[src/rtl/traffic_light_controller_nway_if.sv]
// Lamp, sensor and strobe bundle for traffic_light_controller_nway.
// The flash request exists only when TLC_FLASH_EN is defined.
interface traffic_light_controller_nway_if #(
  parameter int N_APPR = 3
);
  localparam int AW = (N_APPR > 1) ? $clog2(N_APPR) : 1;

  logic                en;
  logic [N_APPR-1:0]   demand;
  logic [3*N_APPR-1:0] lights;
  logic [AW-1:0]       active;
  logic                tick;
`ifdef TLC_FLASH_EN
  logic                flash;

  modport master (
    output en, demand, flash,
    input  lights, active, tick
  );
  modport slave (
    input  en, demand, flash,
    output lights, active, tick
  );
`else
  modport master (
    output en, demand,
    input  lights, active, tick
  );
  modport slave (
    input  en, demand,
    output lights, active, tick
  );
`endif
endinterface

[src/rtl/traffic_light_controller_nway.sv]
// N-approach traffic light sequencer: GREEN -> YELLOW -> ALL-RED, round-robin on demand.
// Optional flash mode is built when TLC_FLASH_EN is defined.
module traffic_light_controller_nway #(
  parameter int N_APPR   = 3,
  parameter int CNT_W    = 8,
  parameter int TICK_DIV = 10_000_000,
  parameter int GREEN_T  = 30,
  parameter int YELLOW_T = 4,
  parameter int ALLRED_T = 1
) (
  input  logic clk,
  input  logic rst,
  traffic_light_controller_nway_if.slave bus
);
  localparam int AW = (N_APPR > 1) ? $clog2(N_APPR) : 1;
  localparam int PW = $clog2(TICK_DIV);

`ifdef TLC_FLASH_EN
  typedef enum logic [1:0] {
    S_GREEN  = 2'd0,
    S_YELLOW = 2'd1,
    S_ALLRED = 2'd2,
    S_FLASH  = 2'd3
  } state_e;
`else
  typedef enum logic [1:0] {
    S_GREEN  = 2'd0,
    S_YELLOW = 2'd1,
    S_ALLRED = 2'd2
  } state_e;
`endif

  state_e              state_q, state_d;
  logic [CNT_W-1:0]    timer_q, timer_d;
  logic [PW-1:0]       pre_q, pre_d;
  logic [AW-1:0]       active_q, active_d;
  logic [3*N_APPR-1:0] lights_q, lights_d;
  logic                tick_q, tick_d;
  logic                tick_ev;
  logic                expire;
  logic [AW-1:0]       nxt;
  logic                found;
`ifdef TLC_FLASH_EN
  logic                flon_q, flon_d;
`endif

  // Prescaler and tick strobe; en=0 freezes both
  always_comb begin
    tick_ev = bus.en && (pre_q == PW'(TICK_DIV - 1));
    pre_d   = pre_q;
    if (bus.en) begin
      pre_d = tick_ev ? '0 : pre_q + PW'(1);
    end
    tick_d = (pre_d == PW'(TICK_DIV - 1));
    expire = tick_ev && (timer_q == CNT_W'(1));
  end

  // Round-robin scan starting after the current owner, wrapping onto it
  always_comb begin
    found = 1'b0;
    nxt   = AW'((int'(active_q) + 1) % N_APPR);
    for (int k = 1; k <= N_APPR; k++) begin
      if (!found && bus.demand[(int'(active_q) + k) % N_APPR]) begin
        found = 1'b1;
        nxt   = AW'((int'(active_q) + k) % N_APPR);
      end
    end
  end

  always_comb begin
    state_d  = state_q;
    timer_d  = timer_q;
    active_d = active_q;
`ifdef TLC_FLASH_EN
    flon_d   = flon_q;
`endif
    case (state_q)
      S_GREEN: begin
        if (expire) begin
          state_d = S_YELLOW;
          timer_d = CNT_W'(YELLOW_T);
        end else if (tick_ev) begin
          timer_d = timer_q - CNT_W'(1);
        end
      end
      S_YELLOW: begin
        if (expire) begin
          state_d = S_ALLRED;
          timer_d = CNT_W'(ALLRED_T);
        end else if (tick_ev) begin
          timer_d = timer_q - CNT_W'(1);
        end
      end
      S_ALLRED: begin
        if (expire) begin
          state_d  = S_GREEN;
          timer_d  = CNT_W'(GREEN_T);
          active_d = nxt;
        end else if (tick_ev) begin
          timer_d = timer_q - CNT_W'(1);
        end
      end
`ifdef TLC_FLASH_EN
      S_FLASH: begin
        if (!bus.flash) begin
          state_d = S_ALLRED;
          timer_d = CNT_W'(ALLRED_T);
        end else if (tick_ev) begin
          flon_d = !flon_q;
        end
      end
`endif
      default: begin
        state_d = S_ALLRED;
        timer_d = CNT_W'(ALLRED_T);
      end
    endcase
`ifdef TLC_FLASH_EN
    if (bus.flash && state_q != S_FLASH) begin
      state_d = S_FLASH;
      flon_d  = 1'b1;
    end
`endif
  end

  // Lamps follow the next state so they change on the transition edge
  always_comb begin
    lights_d = '0;
    for (int i = 0; i < N_APPR; i++) begin
      lights_d[3*i +: 3] = 3'b100;
      if (active_d == AW'(i)) begin
        if (state_d == S_GREEN)  lights_d[3*i +: 3] = 3'b001;
        if (state_d == S_YELLOW) lights_d[3*i +: 3] = 3'b010;
      end
`ifdef TLC_FLASH_EN
      if (state_d == S_FLASH) begin
        if (!flon_d)     lights_d[3*i +: 3] = 3'b000;
        else if (i == 0) lights_d[3*i +: 3] = 3'b010;
      end
`endif
    end
  end

  always_ff @(posedge clk or negedge rst) begin
    if (!rst) begin
      state_q  <= S_ALLRED;
      timer_q  <= CNT_W'(ALLRED_T);
      pre_q    <= '0;
      active_q <= AW'(N_APPR - 1);
      lights_q <= {N_APPR{3'b100}};
      tick_q   <= 1'b0;
`ifdef TLC_FLASH_EN
      flon_q   <= 1'b0;
`endif
    end else begin
      state_q  <= state_d;
      timer_q  <= timer_d;
      pre_q    <= pre_d;
      active_q <= active_d;
      lights_q <= lights_d;
      tick_q   <= tick_d;
`ifdef TLC_FLASH_EN
      flon_q   <= flon_d;
`endif
    end
  end

  assign bus.lights = lights_q;
  assign bus.active = active_q;
  assign bus.tick   = tick_q;

endmodule
[src/flat_wrapper.sv]
// flat-port wrapper written by rule: the top's interface ports become plain ports
module traffic_light_controller_nway_flat 
#(
  parameter int N_APPR   = 3,
  parameter int CNT_W    = 8,
  parameter int TICK_DIV = 10_000_000,
  parameter int GREEN_T  = 30,
  parameter int YELLOW_T = 4,
  parameter int ALLRED_T = 1
)
  (clk, rst, bus_en, bus_demand, bus_lights, bus_active, bus_tick);
  traffic_light_controller_nway_if #(.N_APPR(N_APPR)) bus_i ();
  input  logic clk;
  input  logic rst;
  input wire logic [$bits(bus_i.en)-1:0] bus_en;
  input wire logic [$bits(bus_i.demand)-1:0] bus_demand;
  output wire logic [$bits(bus_i.lights)-1:0] bus_lights;
  output wire logic [$bits(bus_i.active)-1:0] bus_active;
  output wire logic [$bits(bus_i.tick)-1:0] bus_tick;
  assign bus_i.en = bus_en;
  assign bus_i.demand = bus_demand;
  assign bus_lights = bus_i.lights;
  assign bus_active = bus_i.active;
  assign bus_tick = bus_i.tick;
  traffic_light_controller_nway #(.N_APPR(N_APPR), .CNT_W(CNT_W), .TICK_DIV(TICK_DIV), .GREEN_T(GREEN_T), .YELLOW_T(YELLOW_T), .ALLRED_T(ALLRED_T)) u_core (.clk(clk), .rst(rst), .bus(bus_i));
endmodule
[config.mk]
export PLATFORM = sky130hd
export DESIGN_NAME = traffic_light_controller_nway_flat
export DESIGN_NICKNAME = d
export VERILOG_FILES = /design/src/rtl/traffic_light_controller_nway_if.sv /design/src/rtl/traffic_light_controller_nway.sv /design/src/flat_wrapper.sv
export SDC_FILE = /design/constraint.sdc
export NUM_CORES = 1
export LEC_CHECK = 0
export CAP_MARGIN = 10
export CORE_UTILIZATION = 53
export DETAILED_ROUTE_END_ITERATION = 10
export PLACE_DENSITY = 0.76
export SLEW_MARGIN = 0
export SYNTH_ARGS = -nofsm -noshare
export SYNTH_HDL_FRONTEND = slang
export SYNTH_SLANG_ARGS = --single-unit
[constraint.sdc]
create_clock -name clk -period 2.88 [get_ports clk]
set_input_delay 0.432 -clock clk [delete_from_list [all_inputs] [get_ports clk]]
set_output_delay 0.432 -clock clk [all_outputs]
set_load 0.02 [all_outputs]
==> flow_summary.yaml <==
run_status:
  status: "finished, final reports clean"
synthesis:
  syn_inst: 282
  synthFlopType: "dfrtp_1"
  syn-num-nets: 294
  async_flop_share_pct: 100
  ys_seq_area_share_pct: 44.2
  ys_warn_count: 0
  ys_ff_latch: 46
  synth_cell_types: 53
  synth_area_per_cell_um2: 9.30
  syn-cell-area_um2: 2620
  synth_enable_flop_cells: 0
floorplan:
  initial_core_util_pct: 55.1
  die-area_um2: 5230
  die_h_um: 72.3
  die_w_um: 72.3
  core_um2: 4750
  row_count: 25
  ioPinCount: 18
route:
  drt-wirelength-per-cell_um: 14.5
  first_pass_iters: 4
  drtIter0Drc: 128
  viasPerCell: 5.61
  vias: 2130
  drc: 0
  totalWireLength_um: 5500
  ant_nets: 0
cts:
  numCtsBuffers: 5
  ctsResizeCount: 0
  postCtsSetupRepairBufs: 0
  ctsHoldBuffers: 0
  cts_sinks: 46
  cts_root_buffer: "clkbuf_8"
  cts_max_path_buffers: 2
  cts_tree: "built"
  h-tree-depth: 2
  insertion_delay_ps: 300
  clk_pin_slew_ps: 90
worst_setup_path:
  crit_cells: 6
  cp-start-kind: "flop"
  path_max_fanout: 6
  worstSetupPathType: "flop to flop"
  cpMaxStageDelayCell: "or4_4"
  rr_startpoint: "u_core.pre_q[7]"
  crit_buf_inv: 0
  cp_cell_sequence: "or4_4 > or4_1 > o41a_1 > a31oi_1 > o21ai_1 > or2_1"
  critPathTopFamily: "simple AND/OR/NAND/NOR gates"
  r2r_cells: 6
  cp-end-kind: "flop"
  worstPathRequired_ps: 3120
  cpPeakStageDelay_ps: 550
  r2r_end: "u_core.bus.lights[5]"
  cp.arrival_ps: 2960
  r2r_slack_ps: 160
sta:
  setup_tns_ps: 0
  timing.final.hold_violations: 0
  drv_slew: 0
  period_share_pct: 94.3
  worst_pin_slew_ps: 990
  skew_ps: 5.71
  setup_viol: 0
  fmaxAchievable_mhz: 368
  rsz0062_at_grt: "no"
  min_period_ps: 2720
  slew_headroom_pct: 34.0
final_layout:
  drive_above_1_share_pct: 13.7
  stdcell_area_um2: 3050
  layout_commonest_cell: "dfrtp_1"
  antenna_cells: 0
  fin_nets: 324
  fillers: 399
  final_cell_mix: "dfrtp_1 (40), nor2_1 (30), nand2_1 (27)"
  regArea_um2: 1160
  multiInputGateArea_um2: 1360
  syn_to_final_growth_pct: 16.5
global_routing:
  grt_max_degree: 47
  antenna_found_initial: 0
  grt_overflow: 0
  grt_pass1_wl_um: 9460
  grt_pass1_vias: 2013
  track_usage_pct: 23.4
job:
  maxCapViolCount: 0
pwr:
  p_leak_nw: 1.30
  ir_drop_v: 0.000362
  power_density_nw_per_um2: 443
placed_design:
  dpl_cell_area_um2: 2940
  gp_congestion: 0.876
  portBuffers: 17
  dpl.hpwl_um: 4010
hold_path:
  hold_class: "input pin to asynchronous set/reset pin"
[power by group]
part	switching (mW)	internal, mW
clock network	0.227	0.258
registers	0.0515	0.684
logic	0.0714	0.0618
total	0.350	1.00
[metal layers]
metal	vias to the layer above	wire length (µm)	GRT usage (%)
met5	-	0	0
met3	11	206	4.17
met4	0	95	8.28
met1	1020	2800	34.1
met2	42	2410	35.0
li1	1057	-	-
[state kept, by name (all words and copies together) (netlist names)]
name               flops
u_core.timer_q         8
u_core.bus.active      2
u_core.bus.lights      9
u_core.pre_q          24
u_core.state_q         2
u_core.bus.tick        1
[cell families (layout without fill, tap and decap cells)]
logic type	Yosys count	in the layout	synth area share (%)
xor+xnor	29	29	9.69
flops	46	46	44.2
mux	2	2	1.29
buf+inv	24	55	4.06
fa+ha+maj	6	6	2.86
compound gates	40	40	9.98
simple gates	135	135	27.9
[worst max-delay path by stage]
| stage | endpoint | startpoint | slack [ps] |
|---|---|---|---|
| floorplan | u_core.bus.lights[6] | u_core.pre_q[7] | 180 |
| global placement | u_core.bus.lights[5] | bus_en | 20 |
| detailed placement | u_core.bus.lights[5] | bus_en | -60 |
| CTS | u_core.bus.lights[5] | u_core.pre_q[7] | 190 |
| global route | u_core.bus.lights[5] | u_core.pre_q[17] | 10 |
| finish | u_core.bus.lights[5] | u_core.pre_q[7] | 160 |
[area by class of cell]
class	instances	area share, %
Sequential cell	46	37.9
Tap cell	67	2.74
Inverter	13	1.60
Clock inverter	3	1.47
Timing Repair Buffer	34	9.59
Multi-Input combinational cell	212	44.4
Clock buffer	5	2.25
[Yosys cell counts (all sizes together) (2+ instances only)]
library cell	number	area, µm²
a21boi	2	15.0
a21oi	8	40.0
a31oi	4	25.0
and3	8	50.1
and4	5	43.8
buf	3	27.5
clkbuf	8	30.0
dfrtp	40	1000
dfstp	6	158
ha	6	75.1
inv	13	48.8
nand2	27	101
nand2b	4	25.0
nand3	16	80.1
nand3b	2	15.0
nand4	9	56.3
nand4b	2	17.5
nor2	30	113
nor2b	6	37.5
nor3	4	20.0
nor4	6	43.8
nor4b	3	26.3
o21ai	11	55.1
o22ai	2	12.5
o31ai	2	15.0
or2	5	33.8
or3	2	12.5
or4	3	26.3
xnor2	19	166
xor2	10	87.6
[through the flow]
stage	power, mW	worst slack (ps)	hold slack [ps]	util (%)	std cells
floorplan	0.819	177	136	-	282
global placement	0.871	17.3	527	61.8	372
global route	1.41	12.9	398	64.2	380
detailed placement	0.880	-57.1	523	61.8	372
finish	1.35	164	291	64.2	380
CTS	1.36	188	333	64.2	380
(Power assumes the default switching activity.)
